**src/rtl/bola_nave.sv**
```systemverilog
// bola_nave: player-ship projectile that climbs from the ship nose and hit-tests one enemy box.
// Optional TIRO_AUTO_EN: level-sensitive fire button (autofire while held).
module bola_nave #(
    parameter int CLK_DIV   = 50000,
    parameter int STEP      = 2,
    parameter int NAVE_W    = 45,
    parameter int INIM_W    = 40,
    parameter int INIM_H    = 30,
    parameter int COOLDOWN  = 100,
    parameter int OFFSCREEN = 1000
) (
    input  logic       CLOCK_50,
    input  logic       reset_n,
    input  logic       pausa,
    input  logic       reiniciarJogo,
    input  logic       disparo,
    input  logic [9:0] x_nave,
    input  logic [9:0] y_nave,
    input  logic [9:0] x_inim,
    input  logic [9:0] y_inim,
    input  logic       inimigo_vivo,
    output logic [9:0] x,
    output logic [9:0] y,
    output logic       ativa,
    output logic       acertou,
    output logic [7:0] acertos
);
    localparam int CW = $clog2(CLK_DIV + 1);
    localparam int DW = $clog2(COOLDOWN + 1);
    localparam logic [9:0] PARK = 10'(OFFSCREEN);

    typedef enum logic {IDLE, VOO} state_t;

    state_t        state_q, state_d;
    logic [CW-1:0] cnt_q, cnt_d;
    logic [DW-1:0] cd_q, cd_d;
    logic [1:0]    sync_q, sync_d;
    logic          prev_q, prev_d;
    logic          pedido_q, pedido_d;
    logic [9:0]    x_q, x_d, y_q, y_d;
    logic          acertou_q, acertou_d;
    logic [7:0]    acertos_q, acertos_d;
    logic          tick, fire, hit;

    always_comb begin
        sync_d    = {sync_q[0], disparo};
        prev_d    = sync_q[1];
        state_d   = state_q;
        cd_d      = cd_q;
        pedido_d  = pedido_q;
        x_d       = x_q;
        y_d       = y_q;
        acertou_d = 1'b0;
        acertos_d = acertos_q;
        tick      = !pausa && cnt_q == CW'(CLK_DIV - 1);
        cnt_d     = pausa ? cnt_q : (tick ? '0 : cnt_q + CW'(1));
`ifdef TIRO_AUTO_EN
        fire      = sync_q[1];
`else
        fire      = sync_q[1] && !prev_q;
`endif
        // Sums widened to 11 bits so a box near the right/bottom edge never wraps
        hit       = inimigo_vivo
                    && x_q >= x_inim && {1'b0, x_q} <= {1'b0, x_inim} + 11'(INIM_W)
                    && y_q >= y_inim && {1'b0, y_q} <= {1'b0, y_inim} + 11'(INIM_H);
        if (fire && state_q == IDLE && cd_q == '0 && !pausa)
            pedido_d = 1'b1;
        if (tick) begin
            if (state_q == IDLE) begin
                if (cd_q != '0) begin
                    cd_d = cd_q - DW'(1);
                end else if (pedido_q) begin
                    pedido_d = 1'b0;
                    if (y_nave != '0) begin
                        x_d     = x_nave + 10'(NAVE_W / 2);
                        y_d     = y_nave - 10'(1);
                        state_d = VOO;
                    end
                end
            end else if (hit || y_q < 10'(STEP)) begin
                acertou_d = hit;
                acertos_d = hit ? acertos_q + 8'd1 : acertos_q;
                x_d       = PARK;
                y_d       = PARK;
                cd_d      = DW'(COOLDOWN);
                state_d   = IDLE;
            end else begin
                y_d = y_q - 10'(STEP);
            end
        end
        if (reiniciarJogo) begin
            state_d   = IDLE;
            cnt_d     = '0;
            cd_d      = '0;
            pedido_d  = 1'b0;
            x_d       = PARK;
            y_d       = PARK;
            acertou_d = 1'b0;
            acertos_d = '0;
        end
    end

    always_ff @(posedge CLOCK_50 or negedge reset_n) begin
        if (!reset_n) begin
            state_q   <= IDLE;
            cnt_q     <= '0;
            cd_q      <= '0;
            sync_q    <= '0;
            prev_q    <= 1'b0;
            pedido_q  <= 1'b0;
            x_q       <= PARK;
            y_q       <= PARK;
            acertou_q <= 1'b0;
            acertos_q <= '0;
        end else begin
            state_q   <= state_d;
            cnt_q     <= cnt_d;
            cd_q      <= cd_d;
            sync_q    <= sync_d;
            prev_q    <= prev_d;
            pedido_q  <= pedido_d;
            x_q       <= x_d;
            y_q       <= y_d;
            acertou_q <= acertou_d;
            acertos_q <= acertos_d;
        end
    end

    assign x       = x_q;
    assign y       = y_q;
    assign ativa   = state_q == VOO;
    assign acertou = acertou_q;
    assign acertos = acertos_q;
endmodule

```
**config.mk**
```make
export PLATFORM = sky130hd
export DESIGN_NAME = bola_nave
export DESIGN_NICKNAME = d
export VERILOG_FILES = /design/src/rtl/bola_nave.sv
export SDC_FILE = /design/constraint.sdc
export NUM_CORES = 1
export LEC_CHECK = 0
export ABC_AREA = 1
export CORE_MARGIN = 5
export CORE_UTILIZATION = 55
export DETAILED_ROUTE_END_ITERATION = 12
export DONT_BUFFER_PORTS = 1
export GPL_ROUTABILITY_DRIVEN = 1
export PLACE_DENSITY = 0.73
export SLEW_MARGIN = 25
export SYNTH_ARGS = -nofsm -noshare
export SYNTH_HDL_FRONTEND = slang
export SYNTH_SLANG_ARGS = --single-unit
```
**constraint.sdc**
```tcl
create_clock -name CLOCK_50 -period 1.8 [get_ports CLOCK_50]
set_input_delay 0.27 -clock CLOCK_50 [delete_from_list [all_inputs] [get_ports CLOCK_50]]
set_output_delay 0.27 -clock CLOCK_50 [all_outputs]
set_load 0.005 [all_outputs]
```
==> flow_metrics.env, run 1 <==
export IMPL_grt_max_degree=58
export IMPL_p_int_uw=3673
export IMPL_die_w_microns=101.8
export IMPL_cp_slowest_stage_delay_ps=600
export IMPL_synthTopCellsByArea="dfrtp_1, nand2_1, ha_1"
export IMPL_r2r_start="y[5]"
export IMPL_finalHoldViolCount=0
export IMPL_port_buffers=0
export IMPL_synth_top_cell_area_share=0.2427
export IMPL_clkLatencyLatePin_ps=350
export IMPL_cts_tree="done"
export IMPL_antennaDiodeCount=0
export IMPL_tightest_slew_ps=459.7
export IMPL_clkSinkCount=57
export IMPL_clockBufferDepth=2
export IMPL_die_area_sq_mm=0.01037
export IMPL_rows=33
export IMPL_p_seq_frac=0.294
export IMPL_hold_path_end="acertos[2]"
export IMPL_clock_skew_ps=9.131
export IMPL_cpMaxStageDelayCell="dfstp_2"
export IMPL_min_path_type="in2reg"
export IMPL_r2r_end="x[3]"
export IMPL_drt_first_pass_iters=6
export IMPL_cp_top_family="simple AND/OR/NAND/NOR gates"
export IMPL_dpl_cell_area_sq_mm=0.005431
export IMPL_synth_seq_cells=57
export IMPL_drive_gt1_frac=0.3119
export IMPL_critPathLaunchType="flip-flop"
export IMPL_dp_hpwl_mm=9.348
export IMPL_fillers=550
export IMPL_syn_nets=748
export IMPL_finish_instance_area_sq_mm=0.006392
export IMPL_fmax_mhz=458.7
export IMPL_yosysSeqAreaShare=0.3107
export IMPL_synth_largest_area_cell="dfrtp_1"
export IMPL_grt_ovfl_total=0
export IMPL_syn_area_sq_mm=0.004639
export IMPL_crit_chain="ha_1, a21oi_1, o21ai_0, nand2_1, nand3_1, nor2_2, nor2_4, nand2_4, nand3_4, buf_12, buf_6, nand3_4, nand2_1, nand2_1"
export IMPL_crit_arrival_ps=2470
export IMPL_irDropWorstVdd_mv=0.6291
export IMPL_synth_edf_count=0
export IMPL_leakage_uw=0.003221
export IMPL_relSlewSlack=0.6932
export IMPL_totalWireLength_mm=13.69
export IMPL_timing_critical_path_buf_inv=2
export IMPL_r2r_slack_ps=-380
export IMPL_grt_pass1_vias=4779
export IMPL_ys_flop_type="dfrtp_1"
export IMPL_cp_end_kind="flip-flop"
export IMPL_rsz0062_at_grt="true"
export IMPL_path_clk_slew_ps=70
export IMPL_crit_type="reg2reg"
export IMPL_synth_cells=657
export IMPL_hold_path_depth=3
export IMPL_grt_usage=0.2580
export IMPL_htree_num_levels=3
export IMPL_num_vias=4856
export IMPL_min_from="reiniciarJogo"
export IMPL_yosysWarnings=0
export IMPL_drc=0
export IMPL_globalplace_congestion=0.8512
export IMPL_status="complete, but fails checks"
export IMPL_maxCapViolCount=0
export IMPL_ioPinCount=76
export IMPL_routedWlPerCell_microns=15.49
export IMPL_synthToLayoutAreaGrowth_pct=37.78
export IMPL_cp_common_cell="nand2_1"
export IMPL_netSwitchingFraction=0.3405
export IMPL_synth_most_common_cell="nand2_1"
export IMPL_comb_power_share=0.404
export IMPL_p_per_area_mw_per_mm2=871.2
export IMPL_via_per_inst=5.493
export IMPL_drt_iter0_markers=221
export IMPL_avgSynthCellArea_sq_um=7.062
export IMPL_coreArea_sq_mm=0.008217
export IMPL_p_total_uw=5569
export IMPL_root_buffer="clkbuf_8"
export IMPL_fin_ws_ps=-380.0
export IMPL_antenna_found_initial=0
export IMPL_failed_checks="negative setup slack"
export IMPL_fin_nets=865
export IMPL_seq_area_sq_mm=0.001443
export IMPL_p_clk_frac=0.302
export IMPL_worstRegToRegCells=14
export IMPL_start_util=0.5646
export IMPL_synthTopCellsByCount="nand2_1, inv_1, nor2_1"
export IMPL_numCtsBuffers=9
export IMPL_die_h_microns=101.8
export IMPL_p_switching_uw=1896
export IMPL_required_ps=2090
export IMPL_period_needed_ps=2180
export IMPL_drv_slew=0
export IMPL_fin_crit_sh=1.211
export IMPL_setup_viol=38
export IMPL_yosysUniqueCellTypes=40
export IMPL_path_max_fanout=7
export IMPL_async_flop_share=1.000
export IMPL_grt_pass1_wl_mm=21.40
export IMPL_ant_nets=0
export IMPL_multi_input_comb_area_sq_mm=0.003217
[placed cells by master (no fill, tap or decap), drive strengths merged, types with 2 or more instances in the layout]
master,netlist,final
inv,83,83
clkbuf,5,11
nand3b,3,3
nor3,20,20
nor2,80,80
or2,2,2
bufinv,0,4
nor4,3,3
a21oi,32,32
dfstp,12,12
buf,8,113
nand3,40,41
dlygate4sd3,0,4
ha,45,45
nand4,29,30
nand2,185,185
xnor2,6,6
o21ai,24,24
xor2,26,26
dfrtp,45,45
[power by group through the flow]
stage / Sequential (uW) / Clock, uW / Combinational [uW]
floorplan: 1670 / 0 / 1100
global placement: 1630 / 0 / 1750
detailed placement: 1630 / 0 / 1800
CTS: 1620 / 1680 / 2110
global route: 1650 / 1760 / 2500
finish: 1640 / 1680 / 2250
[cell families (layout without fill, tap and decap cells)]
group | Yosys count | in the layout | synth area share
and+or+nand+nor | 365 | 367 | 0.3517
adders and majority gates | 45 | 45 | 0.1214
DFF | 57 | 57 | 0.3107
xor gates and xnor gates | 32 | 32 | 0.06041
buffers and inverters | 96 | 216 | 0.08387
AOI/OAI and AO/OA | 62 | 62 | 0.07201
[worst register-to-register path: cells and delay by family, from the launching register on]
kind	cells	cell delay, ps
compound gates	2	240
fa+ha+maj	1	260
buf+inv	2	290
flops	1	600
simple gates	9	720
[cell type report]
cell class                 instances  share of cell area
multi-input combinational        506              0.5032
sequential                        57              0.2257
timing repair buffer             117              0.1550
inverter                          83             0.05226
clock buffer                      11             0.02368
tap                              105             0.02055
clock inverter                     5             0.01957
[flip-flops by register name (all words and copies together), names as in the netlist]
register and flops:
acertou 1, y 10, cd_q 7, x 10, pedido_q 1, ativa 1
cnt_q 16, acertos 8, sync_q 2, prev_q 1
[worst max path at each step]
| stage | from | endpoint | slack [ps] | cells past startpoint |
|---|---|---|---|---|
| global route | x[6] | x[3] | -510 | 16 |
| CTS | x[6] | acertos[4] | -330 | 15 |
| detailed placement | y_inim[2] | acertos[4] | -800 | 18 |
| floorplan | y_inim[1] | x[4] | -470 | 19 |
| global placement | x_inim[3] | acertos[4] | -710 | 14 |
| finish | y[5] | x[3] | -380 | 14 |
[per-stage QoR]
stage / setup TNS (ps) / std cells / setup slack [ps] / utilization / hold WS [ps]
global route: -17060 / 884 / -512.7 / 0.7780 / 75.06
detailed placement: -26820 / 840 / -801.0 / 0.6610 / -23.92
CTS: -10580 / 877 / -331.1 / 0.7497 / 1.080
floorplan: -14750 / 657 / -472.8 / - / -25.59
finish: -11900 / 884 / -380.0 / 0.7780 / 75.28
global placement: -24020 / 840 / -709.1 / 0.6610 / -23.82
[per-layer routing]
metal / vias to the layer above / global-route usage / part of all wire
li1: 2379 / - / -
met1: 2265 / 0.3029 / 0.40
met2: 170 / 0.4588 / 0.51
met3: 42 / 0.05939 / 0.062
met4: 0 / 0.09788 / 0.025
met5: - / 0 / 0
[timing repair]
item	4_1_cts	5_1_grt
resized for setup	57	41
hold endpoints to repair	59	1
pin swaps	25	17
buffers inserted	15	6
cloned	3	0
setup endpoints to repair	37	45
hold buffers	4	1
Note: power is estimated with default switching activity, not from simulation.
==> run 2: changes to the inputs <==
Settings changed: HOLD_SLACK_MARGIN from default to 0.15.
==> flow_metrics.env, run 2 (synthesis gave the netlist of run 1 again) <==
export IMPL_period_needed_ps=2199
export IMPL_fmax_mhz=454.7
export IMPL_globalplace_congestion=0.8512
export IMPL_coreArea_sq_mm=0.008217
export IMPL_critPathLaunchType="flip-flop"
export IMPL_die_h_microns=101.8
export IMPL_ant_nets=0
export IMPL_clkLatencyLatePin_ps=350
export IMPL_totalWireLength_mm=14.03
export IMPL_p_seq_frac=0.292
export IMPL_drt_first_pass_iters=6
export IMPL_p_clk_frac=0.301
export IMPL_cp_top_family="simple AND/OR/NAND/NOR gates"
export IMPL_drive_gt1_frac=0.3096
export IMPL_antenna_found_initial=0
export IMPL_fin_nets=874
export IMPL_grt_max_degree=58
export IMPL_htree_num_levels=3
export IMPL_p_switching_uw=1907
export IMPL_relSlewSlack=0.6832
export IMPL_tightest_slew_ps=474.7
export IMPL_cpMaxStageDelayCell="or3b_4"
export IMPL_numCtsBuffers=9
export IMPL_largest_register="cnt_q"
export IMPL_start_util=0.5646
export IMPL_place_ws_ps=-801.0
export IMPL_min_path_type="in2reg"
export IMPL_routedWlPerCell_microns=15.71
export IMPL_final_common_cell="nand2_1"
export IMPL_grt_usage=0.2650
export IMPL_num_vias=4948
export IMPL_drc=0
export IMPL_crit_type="reg2reg"
export IMPL_path_max_fanout=7
export IMPL_p_int_uw=3684
export IMPL_grt_pass1_wl_mm=21.99
export IMPL_irDropWorstVdd_mv=0.6147
export IMPL_dp_hpwl_mm=9.348
export IMPL_comb_power_share=0.406
export IMPL_p_per_area_mw_per_mm2=862.1
export IMPL_crit_chain="buf_4, buf_4, inv_1, nand3_1, nor3_2, or3b_4, nand3_4, buf_12, buf_6, nand3_4, nand2_1, nand2_1"
export IMPL_failed_checks="negative setup slack"
export IMPL_fin_crit_sh=1.222
export IMPL_clkSinkCount=57
export IMPL_cp_slowest_stage_delay_ps=440
export IMPL_timing_critical_path_buf_inv=5
export IMPL_rows=33
export IMPL_grt_pass1_vias=4896
export IMPL_die_area_sq_mm=0.01037
export IMPL_cp_end_kind="flip-flop"
export IMPL_ioPinCount=76
export IMPL_clock_skew_ps=9.616
export IMPL_path_clk_slew_ps=70
export IMPL_leakage_uw=0.003268
export IMPL_die_w_microns=101.8
export IMPL_r2r_slack_ps=-400
export IMPL_antennaDiodeCount=0
export IMPL_final_cell_mix="nand2_1, buf_4, inv_1"
export IMPL_clockBufferDepth=2
export IMPL_rsz0062_at_grt="true"
export IMPL_fin_ws_ps=-399.3
export IMPL_status="complete, but fails checks"
export IMPL_grt_ovfl_total=0
export IMPL_drv_slew=0
export IMPL_via_per_inst=5.541
export IMPL_netSwitchingFraction=0.3411
export IMPL_crit_arrival_ps=2470
export IMPL_synthToLayoutAreaGrowth_pct=39.78
export IMPL_cts_tree="done"
export IMPL_drt_iter0_markers=275
export IMPL_holdWs_ps=160.9
export IMPL_setup_viol=39
export IMPL_maxCapViolCount=0
export IMPL_largest_register_ffs=16
export IMPL_port_buffers=0
export IMPL_required_ps=2070
export IMPL_finalHoldViolCount=0
export IMPL_root_buffer="clkbuf_8"
[run 2: cell count changes in the layout (fill, tap and decap cells not counted), sizes merged]
cell,before,now
dlygate4sd3,4,13
[run 2: cell type report]
type / count / area, sq um
multi-input combinational: 506 / 3219
fill: 537 / 1732
sequential: 57 / 1443
timing repair buffer: 126 / 1081
inverter: 83 / 334.1
clock buffer: 11 / 151.4
tap: 105 / 131.4
clock inverter: 5 / 125.1
[run 2: path summary, 6_finish.rpt]
path                          startpoint        end  depth (start not counted)
setup / recovery                    y[1]       x[3]                         12
hold / removal             reiniciarJogo  cnt_q[15]                          2
setup reg to reg                    y[1]       x[3]                         12
hold reg to reg                sync_q[0]  sync_q[1]                          0
max in group asynchronous        reset_n       x[5]                          2
min in group asynchronous        reset_n   pedido_q                          2
[run 2: routing by layer]
layer	wire, microns	share of wire	track usage	vias up
met5	0	0	0	-
met4	418	0.030	0.1241	0
met3	938	0.067	0.04437	44
met2	7203	0.51	0.4733	180
met1	5467	0.39	0.3098	2317
li1	-	-	-	2407
[run 2: timing repair]
item / in CTS / in global routing
hold buffers: 13 / 1
endpoints found under the hold margin: 78 / 8
setup endpoints to repair: 37 / 46
pin swaps: 25 / 16
gates resized for setup: 57 / 43
buffers inserted: 15 / 6
cloned: 3 / 0
[run 2: through the flow]
| stage | util | cells | cell area [sq um] | TNS [ps] | total power (uW) |
|---|---|---|---|---|---|
| after detailed placement | 0.6610 | 840 | 5431 | -26820 | 3437 |
| after floorplan | - | 657 | 4682 | -14750 | 2762 |
| final | 0.7892 | 893 | 6485 | -12460 | 5591 |
| after global routing | 0.7892 | 893 | 6485 | -17950 | 5928 |
| after global placement | 0.6610 | 840 | 5431 | -24020 | 3380 |
| after CTS | 0.7606 | 886 | 6250 | -10570 | 5431 |
[run 2: power by group through the flow]
stage | clock [uW] | combinational (uW) | sequential (uW)
after floorplan | 0 | 1100 | 1670
final | 1690 | 2270 | 1630
after CTS | 1680 | 2130 | 1620
after global placement | 0 | 1750 | 1630
after detailed placement | 0 | 1800 | 1630
after global routing | 1750 | 2530 | 1650
==> run 3: changes to the inputs <==
==> constraint.sdc (replaced) <==
create_clock -name CLOCK_50 -period 1.8 [get_ports CLOCK_50]
set_input_delay 0.18 -clock CLOCK_50 [delete_from_list [all_inputs] [get_ports CLOCK_50]]
set_output_delay 0.18 -clock CLOCK_50 [all_outputs]
set_load 0.005 [all_outputs]
==> flow_metrics.env, run 3 (synthesis gave the netlist of run 1 again) <==
export IMPL_die_h_microns=101.8
export IMPL_clockBufferDepth=2
export IMPL_crit_type="reg2reg"
export IMPL_globalplace_congestion=0.8742
export IMPL_antenna_found_initial=0
export IMPL_ant_nets=0
export IMPL_final_core_util=0.7885
export IMPL_hold_path_end="y[7]"
export IMPL_numCtsBuffers=9
export IMPL_r2r_end="y[3]"
export IMPL_largest_register="cnt_q"
export IMPL_clock_skew_ps=10.11
export IMPL_antennaDiodeCount=0
export IMPL_grt_busiest_layer="met2"
export IMPL_irDropWorstVdd_mv=0.6038
export IMPL_die_w_microns=101.8
export IMPL_p_per_area_mw_per_mm2=823.5
export IMPL_htree_num_levels=3
export IMPL_grt_use_met1=0.3205
export IMPL_met2_usage=0.4572
export IMPL_grt_ovfl_total=0
export IMPL_min_from="y_nave[6]"
export IMPL_cp_end_kind="flip-flop"
export IMPL_die_area_sq_mm=0.01037
export IMPL_finalHoldViolCount=0
export IMPL_startpoint="y[3]"
export IMPL_drt_first_pass_iters=5
export IMPL_required_ps=2070
export IMPL_synthToLayoutAreaGrowth_pct=39.64
export IMPL_p_total_uw=5335
export IMPL_grt_pass1_vias=5032
export IMPL_worstRegToRegCells=12
export IMPL_min_path_type="in2reg"
export IMPL_fin_ws_ps=-456.1
export IMPL_final_common_cell="nand2_1"
export IMPL_path_max_fanout=7
export IMPL_maxCapViolCount=0
export IMPL_fmax_mhz=443.3
export IMPL_rsz0062_at_grt="true"
export IMPL_fin_crit_sh=1.253
export IMPL_start_util=0.5646
export IMPL_r2r_start="y[3]"
export IMPL_cts_tree="done"
export IMPL_failed_checks="negative setup slack"
export IMPL_grt_usage=0.2634
export IMPL_leakage_uw=0.003223
export IMPL_period_needed_ps=2256
export IMPL_totalWireLength_mm=14.04
export IMPL_ioPinCount=76
export IMPL_num_vias=4940
export IMPL_relSlewSlack=0.6634
export IMPL_routedWlPerCell_microns=15.75
export IMPL_clkSinkCount=57
export IMPL_tightest_slew_ps=503.2
export IMPL_hold_path_depth=5
export IMPL_drt_iter0_markers=259
export IMPL_status="complete, but fails checks"
export IMPL_grt_util_met3=0.04369
export IMPL_final_cell_mix="nand2_1, buf_4, inv_1"
export IMPL_r2r_slack_ps=-460
export IMPL_via_per_inst=5.544
export IMPL_drc=0
export IMPL_fin_nets=872
export IMPL_clkLatencyLatePin_ps=350
export IMPL_grt_pass1_wl_mm=21.97
export IMPL_drive_gt1_frac=0.2990
export IMPL_fin_cells=891
export IMPL_largest_register_ffs=16
export IMPL_port_buffers=0
export IMPL_coreArea_sq_mm=0.008217
export IMPL_fin_setup_tns_ps=-13390
export IMPL_dp_cells=838
export IMPL_drv_slew=0
export IMPL_dp_hpwl_mm=9.387
export IMPL_crit_arrival_ps=2530
export IMPL_path_clk_slew_ps=70
export IMPL_root_buffer="clkbuf_8"
export IMPL_setup_viol=39
export IMPL_critPathLaunchType="flip-flop"
export IMPL_grt_max_degree=58
export IMPL_rows=33
==> run 3: worst max path at each step <==
stage	to	cells past startpoint
global placement	acertos[4]	14
detailed placement	x[0]	16
global route	x[4]	16
CTS	x[0]	15
floorplan	x[4]	19
finish	y[3]	12
==> run 3: where the power goes <==
| part | internal (uW) | switching [uW] |
|---|---|---|
| logic | 1120 | 1260 |
| registers | 1480 | 177 |
| clock network | 779 | 520 |
| total | 3380 | 1960 |
==> run 3: layout make-up <==
cell class,instances,area (sq um)
multi-input combinational,507,3331
inverter,83,334.1
clock inverter,3,65.06
clock buffer,13,138.9
timing repair buffer,123,1036
fill,528,1738
sequential,57,1443
tap,105,131.4
==> run 3: metrics by stage <==
step | hold slack, ps | worst slack (ps) | cell area, sq um
final | 151.1 | -456.1 | 6479
after global routing | 192.6 | -575.9 | 6479
after CTS | 150.5 | -305.9 | 6173
after detailed placement | -114.2 | -701.0 | 5416
after global placement | -113.8 | -623.9 | 5416
after floorplan | -115.6 | -382.8 | 4682
==> run 3: what timing repair did <==
action	CTS	global route
endpoints found under the hold margin	88	0
resized for setup	45	58
pin swaps	27	33
buffers inserted	6	5
hold buffers	23	0
gates cloned	4	0
endpoints found under the setup margin	38	47
==> run 3: critical path, cell delays in order (launching register included) <==
cell	delay [ps]
dfstp_2	600
ha_4	230
a21oi_1	170
o21ai_1	100
nand2_1	90
nand3_2	100
nor2_4	150
nor2_4	70
nand2_4	90
nand3_4	160
buf_6	210
o21ai_2	130
nand2_1	80
==> run 3: routing by layer <==
metal	part of all wire	vias up	routed length [microns]
li1	-	2399	-
met1	0.40	2339	5597
met2	0.51	151	7197
met3	0.054	51	751
met4	0.035	0	488
met5	0	-	0
